`src/rtl/shift_add_multiplication_v1_0_pkg.sv`:
```
// Shared typedefs for the multiplier self-check and the divider cores.
// Package is named division_pkg so the dividers can import the same file.
package division_pkg;

  localparam int INOUT_WIDTH  = 12;
  localparam int RESULT_WIDTH = 2 * INOUT_WIDTH;

  typedef enum logic [1:0] {
    IDLE,
    ITER,
    SIGN,
    ACC
  } mult_state_t;

  typedef enum logic [1:0] {
    DIV_IDLE,
    DIV_RUN,
    DIV_FIX,
    DIV_DONE
  } div_state_t;

endpackage

```
`src/rtl/shift_add_multiplication_v1_0_if.sv`:
```
// Operand/result bundle with data_valid/data_ready handshake.
// The overflow signal exists only when MULT_OVERFLOW_EN is defined.
interface shift_add_multiplication_v1_0_if
  import division_pkg::*;
#(
  parameter int W = INOUT_WIDTH
);

  logic [W-1:0]   multiplicand;
  logic [W-1:0]   multiplier;
  logic [W-1:0]   addend;
  logic           data_valid;
  logic [2*W-1:0] result;
  logic           data_ready;
  logic           busy;
`ifdef MULT_OVERFLOW_EN
  logic           overflow;
`endif

  modport master (
    output multiplicand,
    output multiplier,
    output addend,
    output data_valid,
    input  result,
    input  data_ready,
`ifdef MULT_OVERFLOW_EN
    input  overflow,
`endif
    input  busy
  );

  modport slave (
    input  multiplicand,
    input  multiplier,
    input  addend,
    input  data_valid,
    output result,
    output data_ready,
`ifdef MULT_OVERFLOW_EN
    output overflow,
`endif
    output busy
  );

endinterface

```
`src/rtl/shift_add_multiplication_v1_0_sign_magnitude_conv.sv`:
```
// Two's complement to sign/magnitude; the most negative value
// maps to 2^(W-1), which still fits as W-bit unsigned.
module sign_magnitude_conv #(
  parameter int W = 12
) (
  input  logic [W-1:0] value,
  output logic [W-1:0] mag,
  output logic         sign
);

  assign sign = value[W-1];
  assign mag  = sign ? (~value + 1'b1) : value;

endmodule

```
`src/rtl/shift_add_multiplication_v1_0.sv`:
```
// Iterative signed shift-add multiply-accumulate: A*B + addend.
// Define MULT_OVERFLOW_EN to add a W-bit range flag on the result.
module shift_add_multiplication_v1_0
  import division_pkg::*;
#(
  parameter int inout_width = INOUT_WIDTH
) (
  input logic aclk,
  input logic resetn,
  shift_add_multiplication_v1_0_if.slave bus
);

  localparam int W  = inout_width;
  localparam int RW = 2 * W;
  localparam int CW = $clog2(W);

  mult_state_t   state;
  logic [W-1:0]  a_mag;
  logic [W-1:0]  b_sh;
  logic          neg;
  logic [RW-1:0] add_ext;
  logic [RW-1:0] acc;
  logic [CW-1:0] cnt;

  logic [W-1:0]  a_abs;
  logic [W-1:0]  b_abs;
  logic          a_sign;
  logic          b_sign;
  logic [RW-1:0] part;
  logic [RW-1:0] sum;

  sign_magnitude_conv #(.W(W)) conv_a (
    .value (bus.multiplicand),
    .mag   (a_abs),
    .sign  (a_sign)
  );

  sign_magnitude_conv #(.W(W)) conv_b (
    .value (bus.multiplier),
    .mag   (b_abs),
    .sign  (b_sign)
  );

  assign part = RW'(a_mag) << cnt;
  assign sum  = acc + add_ext;

`ifdef MULT_OVERFLOW_EN
  // In range only if the top W+1 bits are a pure sign extension.
  logic ovf;
  assign ovf = (sum[RW-1:W-1] != '0) &&
               (sum[RW-1:W-1] != '1);
`endif

  always_ff @(posedge aclk or negedge resetn) begin
    if (!resetn) begin
      state          <= IDLE;
      a_mag          <= '0;
      b_sh           <= '0;
      neg            <= 1'b0;
      add_ext        <= '0;
      acc            <= '0;
      cnt            <= '0;
      bus.result     <= '0;
      bus.data_ready <= 1'b0;
      bus.busy       <= 1'b0;
`ifdef MULT_OVERFLOW_EN
      bus.overflow   <= 1'b0;
`endif
    end else begin
      bus.data_ready <= 1'b0;
      unique case (state)
        IDLE: begin
          bus.busy <= bus.data_valid;
          if (bus.data_valid) begin
            a_mag   <= a_abs;
            b_sh    <= b_abs;
            neg     <= a_sign ^ b_sign;
            add_ext <= {{W{bus.addend[W-1]}},
                        bus.addend};
            acc     <= '0;
            cnt     <= '0;
            state   <= ITER;
          end
        end
        ITER: begin
          if (b_sh[0])
            acc <= acc + part;
          b_sh <= b_sh >> 1;
          cnt  <= cnt + 1'b1;
          if (cnt == CW'(W - 1))
            state <= SIGN;
        end
        SIGN: begin
          if (neg)
            acc <= ~acc + 1'b1;
          state <= ACC;
        end
        ACC: begin
          bus.result     <= sum;
          bus.data_ready <= 1'b1;
`ifdef MULT_OVERFLOW_EN
          bus.overflow   <= ovf;
`endif
          state          <= IDLE;
        end
        default: state <= IDLE;
      endcase
    end
  end

endmodule
```
`src/flat_wrapper.sv`:
```
// flat-port wrapper written by rule: the top's interface ports become plain ports
module shift_add_multiplication_v1_0_flat import division_pkg::*;
#(
  parameter int inout_width = INOUT_WIDTH
)
  (aclk, resetn, bus_multiplicand, bus_multiplier, bus_addend, bus_data_valid, bus_result, bus_data_ready, bus_busy);
  shift_add_multiplication_v1_0_if bus_i ();
  input logic aclk;
  input logic resetn;
  input wire logic [$bits(bus_i.multiplicand)-1:0] bus_multiplicand;
  input wire logic [$bits(bus_i.multiplier)-1:0] bus_multiplier;
  input wire logic [$bits(bus_i.addend)-1:0] bus_addend;
  input wire logic [$bits(bus_i.data_valid)-1:0] bus_data_valid;
  output wire logic [$bits(bus_i.result)-1:0] bus_result;
  output wire logic [$bits(bus_i.data_ready)-1:0] bus_data_ready;
  output wire logic [$bits(bus_i.busy)-1:0] bus_busy;
  assign bus_i.multiplicand = bus_multiplicand;
  assign bus_i.multiplier = bus_multiplier;
  assign bus_i.addend = bus_addend;
  assign bus_i.data_valid = bus_data_valid;
  assign bus_result = bus_i.result;
  assign bus_data_ready = bus_i.data_ready;
  assign bus_busy = bus_i.busy;
  shift_add_multiplication_v1_0 #(.inout_width(inout_width)) u_core (.aclk(aclk), .resetn(resetn), .bus(bus_i));
endmodule
```
`config.mk`:
```
export PLATFORM = sky130hd
export DESIGN_NAME = shift_add_multiplication_v1_0_flat
export DESIGN_NICKNAME = d
export VERILOG_FILES = /design/src/rtl/shift_add_multiplication_v1_0_pkg.sv /design/src/rtl/shift_add_multiplication_v1_0_if.sv /design/src/rtl/shift_add_multiplication_v1_0_sign_magnitude_conv.sv /design/src/rtl/shift_add_multiplication_v1_0.sv /design/src/flat_wrapper.sv
export SDC_FILE = /design/constraint.sdc
export NUM_CORES = 1
export LEC_CHECK = 0
export BUFFER_PORTS_ARGS = -buffer_cell sky130_fd_sc_hd__buf_2
export CORE_ASPECT_RATIO = 1.2
export CORE_MARGIN = 8
export CORE_UTILIZATION = 65
export CTS_BUF_LIST = sky130_fd_sc_hd__clkbuf_8
export CTS_CLUSTER_SIZE = 16
export DETAILED_ROUTE_END_ITERATION = 7
export PLACE_DENSITY_LB_ADDON = 0.1
export SYNTH_ARGS = -nofsm -noshare
export SYNTH_HDL_FRONTEND = slang
export SYNTH_SLANG_ARGS = --single-unit
```
`constraint.sdc`:
```
create_clock -name aclk -period 12.23 [get_ports aclk]
set_input_delay 2.446 -clock aclk [delete_from_list [all_inputs] [get_ports aclk]]
set_output_delay 2.446 -clock aclk [all_outputs]
set_load 0.01 [all_outputs]
```
Word level (Yosys, flattened, before mapping). Index checks and enable logic that the tools add are counted.

Output and inout port bits: 26. Logic and storage cells: 50. Register bits: 93. Input bits: 39.

Shifts and indexed selects: 1. Bitwise logic cells: 4. Multiplexer cells: 14. Reductions and logical operators: 7. Add/subtract/negate cells: 6. Equality and inequality tests: 8.

Operator list (count): $mux 24 (3); $pmux 24 s3 (1); $add 24x24->24 (2); $mux 12 (3); $add 12x1->12 const B (2); $add 24x1->24 const B (1); $not 12->12 (2); $not 24->24 (1); $pmux 12 s2 (1); $shl 12x4->24 (1); $pmux 2 s4 (1); $pmux 4 s2 (1); $ne 2x1->1 const B (3); $reduce_and 2->1 (3); $add 4x1->4 const B (1); $eq 2x2->1 const B (2); $eq 4x4->1 const B (1); $mux 2 (2); $mux 4 (1); $reduce_and 4->1 (1); $reduce_bool 3->1 (1); $eq 2x1->1 const B (1); $logic_not 2->1 (1); $ne 2x2->1 const B (1); 3 further kinds (3).

Longest topological paths before layout.
Depth in word-level cells: 5. Depth in mapped cells: 18. Gate-level depth less buffers: 16.

Modules after synthesis. From an unflattened synthesis, not the netlist that was laid out.

Cells, all modules: 857. Area total of the unflattened synthesis: 7564.8 um^2.

Modules (own cells, without submodules): shift_add_multiplication_v1_0 (seq. area each 2327.2 um^2, area each 7021.7 um^2, instances 1, cells each 787); sign_magnitude_conv (seq. area each 0.0 um^2, area each 271.5 um^2, instances 2, cells each 35).

Least setup slack after synthesis. Ideal clock, no wire load.

Kind: in2reg. Start point: input bus_data_valid. End point: register u_core.acc[20]. Setup time: 0.067 ns. Cell stages on the path: 6. Required time: 12.163 ns. Path buffers: 0. Arrival time: 4.026 ns. Setup slack: 8.137 ns. Cell sequence: nor2b_1 a2111oi_0 nand3_1 or3_1 mux2i_1 a311o_1.

Longest elaborated chain between the ends: 2.

RTL lines: from (decl) (line flat_wrapper.sv:13) `input wire logic [$bits(bus_i.data_valid)-1:0] bus_data_valid;`; $ne 2x2->1 (no source line); $reduce_and 4->1 (no source line); to (signal assigned) (line shift_add_multiplication_v1_0.sv:87) `acc <= acc + part;`; to (signal assigned) (line shift_add_multiplication_v1_0.sv:95) `acc <= ~acc + 1'b1;`; to (decl) (line shift_add_multiplication_v1_0.sv:22) `logic [RW-1:0] acc;`.

Every way passes these cells. A chain may end at the register's enable or synchronous reset.

Worst setup path after layout.
Start point: register u_core.cnt[0]. End point: register u_core.acc[23].

Longest elaborated chain between the ends: 4.

RTL lines: from (decl) (line shift_add_multiplication_v1_0.sv:23) `logic [CW-1:0] cnt;`; from (signal assigned) (line shift_add_multiplication_v1_0.sv:89) `cnt <= cnt + 1'b1;`; $shl 12x4->24 (line shift_add_multiplication_v1_0.sv:44) `assign part = RW'(a_mag) << cnt;`; $add 24x24->24 (line shift_add_multiplication_v1_0.sv:87); $mux 24 (line shift_add_multiplication_v1_0.sv:86) `if (b_sh[0])`; $pmux 24 s3 (line shift_add_multiplication_v1_0.sv:71) `unique case (state)`.

Every way passes these cells. The select of a mux whose other input is x is not followed.

==> impl_results.md <==
- PortBufs: 64
- Vias in the first global route: 6664
- Grt met3 use: 0.0317
- CTS tree: done
- Area after DPL: 0.00788 sq mm
- Synth Area in Simple Gates: 0.176
- DR pass1 iterations: 5
- First-pass GRT wire length: 31400 um
- Adder-Cell Fraction of Synth Area: 0.0978
- Initial Utilization: 0.656
- Worst EP required: 12.52 ns
- Layout fillers: 864
- Gr usage total: 0.251
- Die span in y: 133 um
- Startpoint types: flop
- Final instance area: 0.00809 sq mm
- Synth Flop Type: dfrtp_1
- Sequential cell area: 0.00233 sq mm
- Reg2Reg Depth: 13
- DIE WIDTH: 114 um
- Met2 Use GR: 0.429
- Layout Nets: 1025
- Xor/xnor share of the synthesized area: 0.0612
- Max-slew headroom: 0.394
- Hold_sp: u_core.b_sh[4]$_DFFE_PN0P_
- Max Freq: 232 MHz
- Worst min-delay path category: reg2reg
- Main combinational cell family by area after synthesis: compound AO/OA/AOI/OAI gates
- Status: completed
- H-tree depth: 3
- CP top delay family: compound AO/OA/AOI/OAI gates
- Core area: 0.0114 sq mm
- Synthesized netlist cell count: 884
- Iter 0 DRT Violations: 389
- Top-area cell type share of the netlist area: 0.313
- Power Dens Cells: 248 mW/mm^2
- Largest net degree at the start of global routing: 61
- Per-cell routed wire length: 16.8 um
- Post-placement cell count: 1075
- Clock sinks: 93
- Max Slew Vio Count: 0
- Dominant cells by area after synthesis: dfrtp_1, ha_1, o21ai_0, mux2_2, nand2_1
- Commonest cells after routing, fill and taps aside: o21ai_0, dfrtp_1, nand2_1
- Unique cell type count in the Yosys netlist: 65
- RSZ-0062 raised after global routing: false
- Multi-input gate area: 0.00487 sq mm
- Antenna Cells: 0
- Endpoints failing setup: 0
- Post-synth EDFFs: 0
- # IOs: 65
- Initial antenna violation count: 0
- Fin cells: 1091
- Mux share of post-synthesis cell area: 0.0682
- Hold buffer count at cts: 0
- Setup bufs post-CTS: 0
- Hpwl dp: 14200 um
- Total Wirelength: 18300 um
- Vias per inst: 6.22
- GRT overflow: 0
- Synth-to-Final Area Change: 8.67%
- Syn Std Cell Area: 0.00744 sq mm
- Max VDD drop: 0.146 mV
- CP peak stage delay: 0.77 ns
- GP Congestion: 0.959
- Worst Hold End: u_core.b_sh[4]$_DFFE_PN0P_
- Clock Tree Buf Depth: 2
- CP cell instances: mux2_2 > o21ai_0 > mux2i_1 > nand2_1 > o21ai_0 > ha_1 > a21o_1 > a21o_1 > a21o_1 > a2111oi_0 > o31ai_1 > xnor2_1 > o21ai_0
- Critical Path Sink Type: flop
- Leak: 3.70 nW
- FF-to-FF setup slack: 7.93 ns
- Most common cell after layout, fill and taps aside: o21ai_0
- Share of cells above drive strength 1: 0.134
- Max Fanout on Critical Path: 17
- Reg-to-Reg End: u_core.acc[23]$_DFFE_PN0P_
- Die area: 0.0151 sq mm
- Synth area leader: dfrtp_1
- Yosys reg bits: 93
- Placement Rows: 43
- Vias post-DR: 6785
- Fin crit period: 4.30 ns
- Mapped Avg Cell Area: 8.42 sq um
- CTS-repair resized insts: 0
- Critical Path AT: 4.59 ns
- Tightest Pin Transition: 0.886 ns
- FF-to-FF Start: u_core.cnt[0]$_DFFE_PN0P_
- Post-DRT Antenna Nets: 0
- M1 GR Usage: 0.308
- Yosys warnings: 0
- Fraction of registers with async set/reset: 1.00
- Synth Area in Compound Gates: 0.251
- Crit path kind: reg2reg
- Buf/Inv on CP: 0
- Slowest cell on the critical path: a2111oi_0
- Max Cap Viol: 0
- Reg clk slew, reported paths: 0.10 ns
- Placement Setup Slack: 7.76 ns
- Final Skew: 0.0141 ns
- Fin. Hold Viols: 0
- CTS Buf Count: 9
- Final setup TNS: 0 ns
- Seq/Total Area, Yosys: 0.313
- Syn_nets: 980
- Root Buffer Master: clkbuf_8
- Clock Latency Late Sink: 0.39 ns
- WHS Path Cells: 2
- Most used routing layer: met2
- Setup slack after layout: 7.93 ns
- Final Cycle Share: 0.352
- Drt drc: 0
[power breakdown]
group,internal [W],switching [W]
clock,0.0000972,0.000119
combinational,0.000501,0.000729
sequential,0.000433,0.000123
[per-layer routing]
| layer | up-vias | wire length [um] |
|---|---|---|
| met5 | - | 0 |
| met4 | 0 | 516 |
| met3 | 41 | 745 |
| met2 | 196 | 9180 |
| met1 | 3179 | 7850 |
| li1 | 3369 | - |
[cells in the mapped netlist (6+ instances only)]
| cell type | count |
|---|---|
| o21ai_0 | 101 |
| dfrtp_1 | 93 |
| nand2_1 | 89 |
| a21oi_1 | 64 |
| nor2_1 | 60 |
| ha_1 | 55 |
| clkbuf_1 | 32 |
| xor2_1 | 31 |
| mux2_2 | 30 |
| inv_1 | 28 |
| nor3_1 | 28 |
| nand3_1 | 21 |
| xnor2_1 | 21 |
| mux2i_1 | 17 |
| o31ai_1 | 17 |
| a21o_1 | 15 |
| a211oi_1 | 11 |
| a22o_1 | 11 |
| nor2b_1 | 10 |
| nand2b_1 | 9 |
| nor4_1 | 9 |
| o22ai_1 | 9 |
| or3_1 | 9 |
| nand4_1 | 8 |
| a31oi_1 | 7 |
| o21bai_1 | 7 |
| a22oi_1 | 6 |
| and2_1 | 6 |
| o21a_1 | 6 |
[per-stage QoR]
step	total power [W]	hold slack, ns	utilization
5_1_grt	0.00219	0.521	0.713
3_3_place_gp	0.00173	0.459	0.694
2_1_floorplan	0.00146	0.450	-
6_report	0.00200	0.491	0.713
4_1_cts	0.00200	0.494	0.713
3_5_place_dp	0.00178	0.470	0.694
[worst max-delay path by stage]
stage                               from                         end  slack [ns]  cells after the start
4_1_cts        u_core.cnt[0]$_DFFE_PN0P_  u_core.acc[23]$_DFFE_PN0P_        7.90                     13
3_3_place_gp              bus_data_valid  u_core.acc[20]$_DFFE_PN0P_        7.75                      8
3_5_place_dp              bus_data_valid  u_core.acc[20]$_DFFE_PN0P_        7.76                      8
2_1_floorplan             bus_data_valid  u_core.acc[20]$_DFFE_PN0P_        8.14                      6
6_report       u_core.cnt[0]$_DFFE_PN0P_  u_core.acc[23]$_DFFE_PN0P_        7.93                     13
5_1_grt        u_core.cnt[1]$_DFFE_PN0P_  u_core.acc[20]$_DFFE_PN0P_        7.62                     13
[layout make-up]
cell class              count  share of cell area
clock inverters             7              0.0102
well taps                 157              0.0243
clock buffers               9              0.0153
repair buffers             71              0.0464
flip-flops and latches     93               0.288
multi-input cells         725               0.603
inverters                  29              0.0135
[sequential cells by signal, indices dropped and copies added (netlist names)]
register	flops
u_core.state	2
u_core.bus.busy	1
u_core.cnt	4
u_core.acc	24
u_core.add_ext	12
u_core.bus.data_ready	1
u_core.a_mag	12
u_core.b_sh	12
u_core.bus.result	24
u_core.neg	1
[logic make-up after synthesis]
group / Yosys count
AO/OA/AOI/OAI: 297
XOR/XNOR: 52
adder cells (fa/ha/maj): 57
buffers and inverters: 66
flip-flops: 93
multiplexers: 47
AND/OR/NAND/NOR: 272
[worst register-to-register path, stage by stage (launching register included)]
cell	delay (ns)
dfrtp_1	0.75
mux2_2	0.42
o21ai_0	0.30
mux2i_1	0.15
nand2_1	0.13
o21ai_0	0.11
ha_1	0.42
a21o_1	0.22
a21o_1	0.17
a21o_1	0.19
a2111oi_0	0.77
o31ai_1	0.26
xnor2_1	0.17
o21ai_0	0.17
Note: power is estimated with default switching activity, not from simulation.
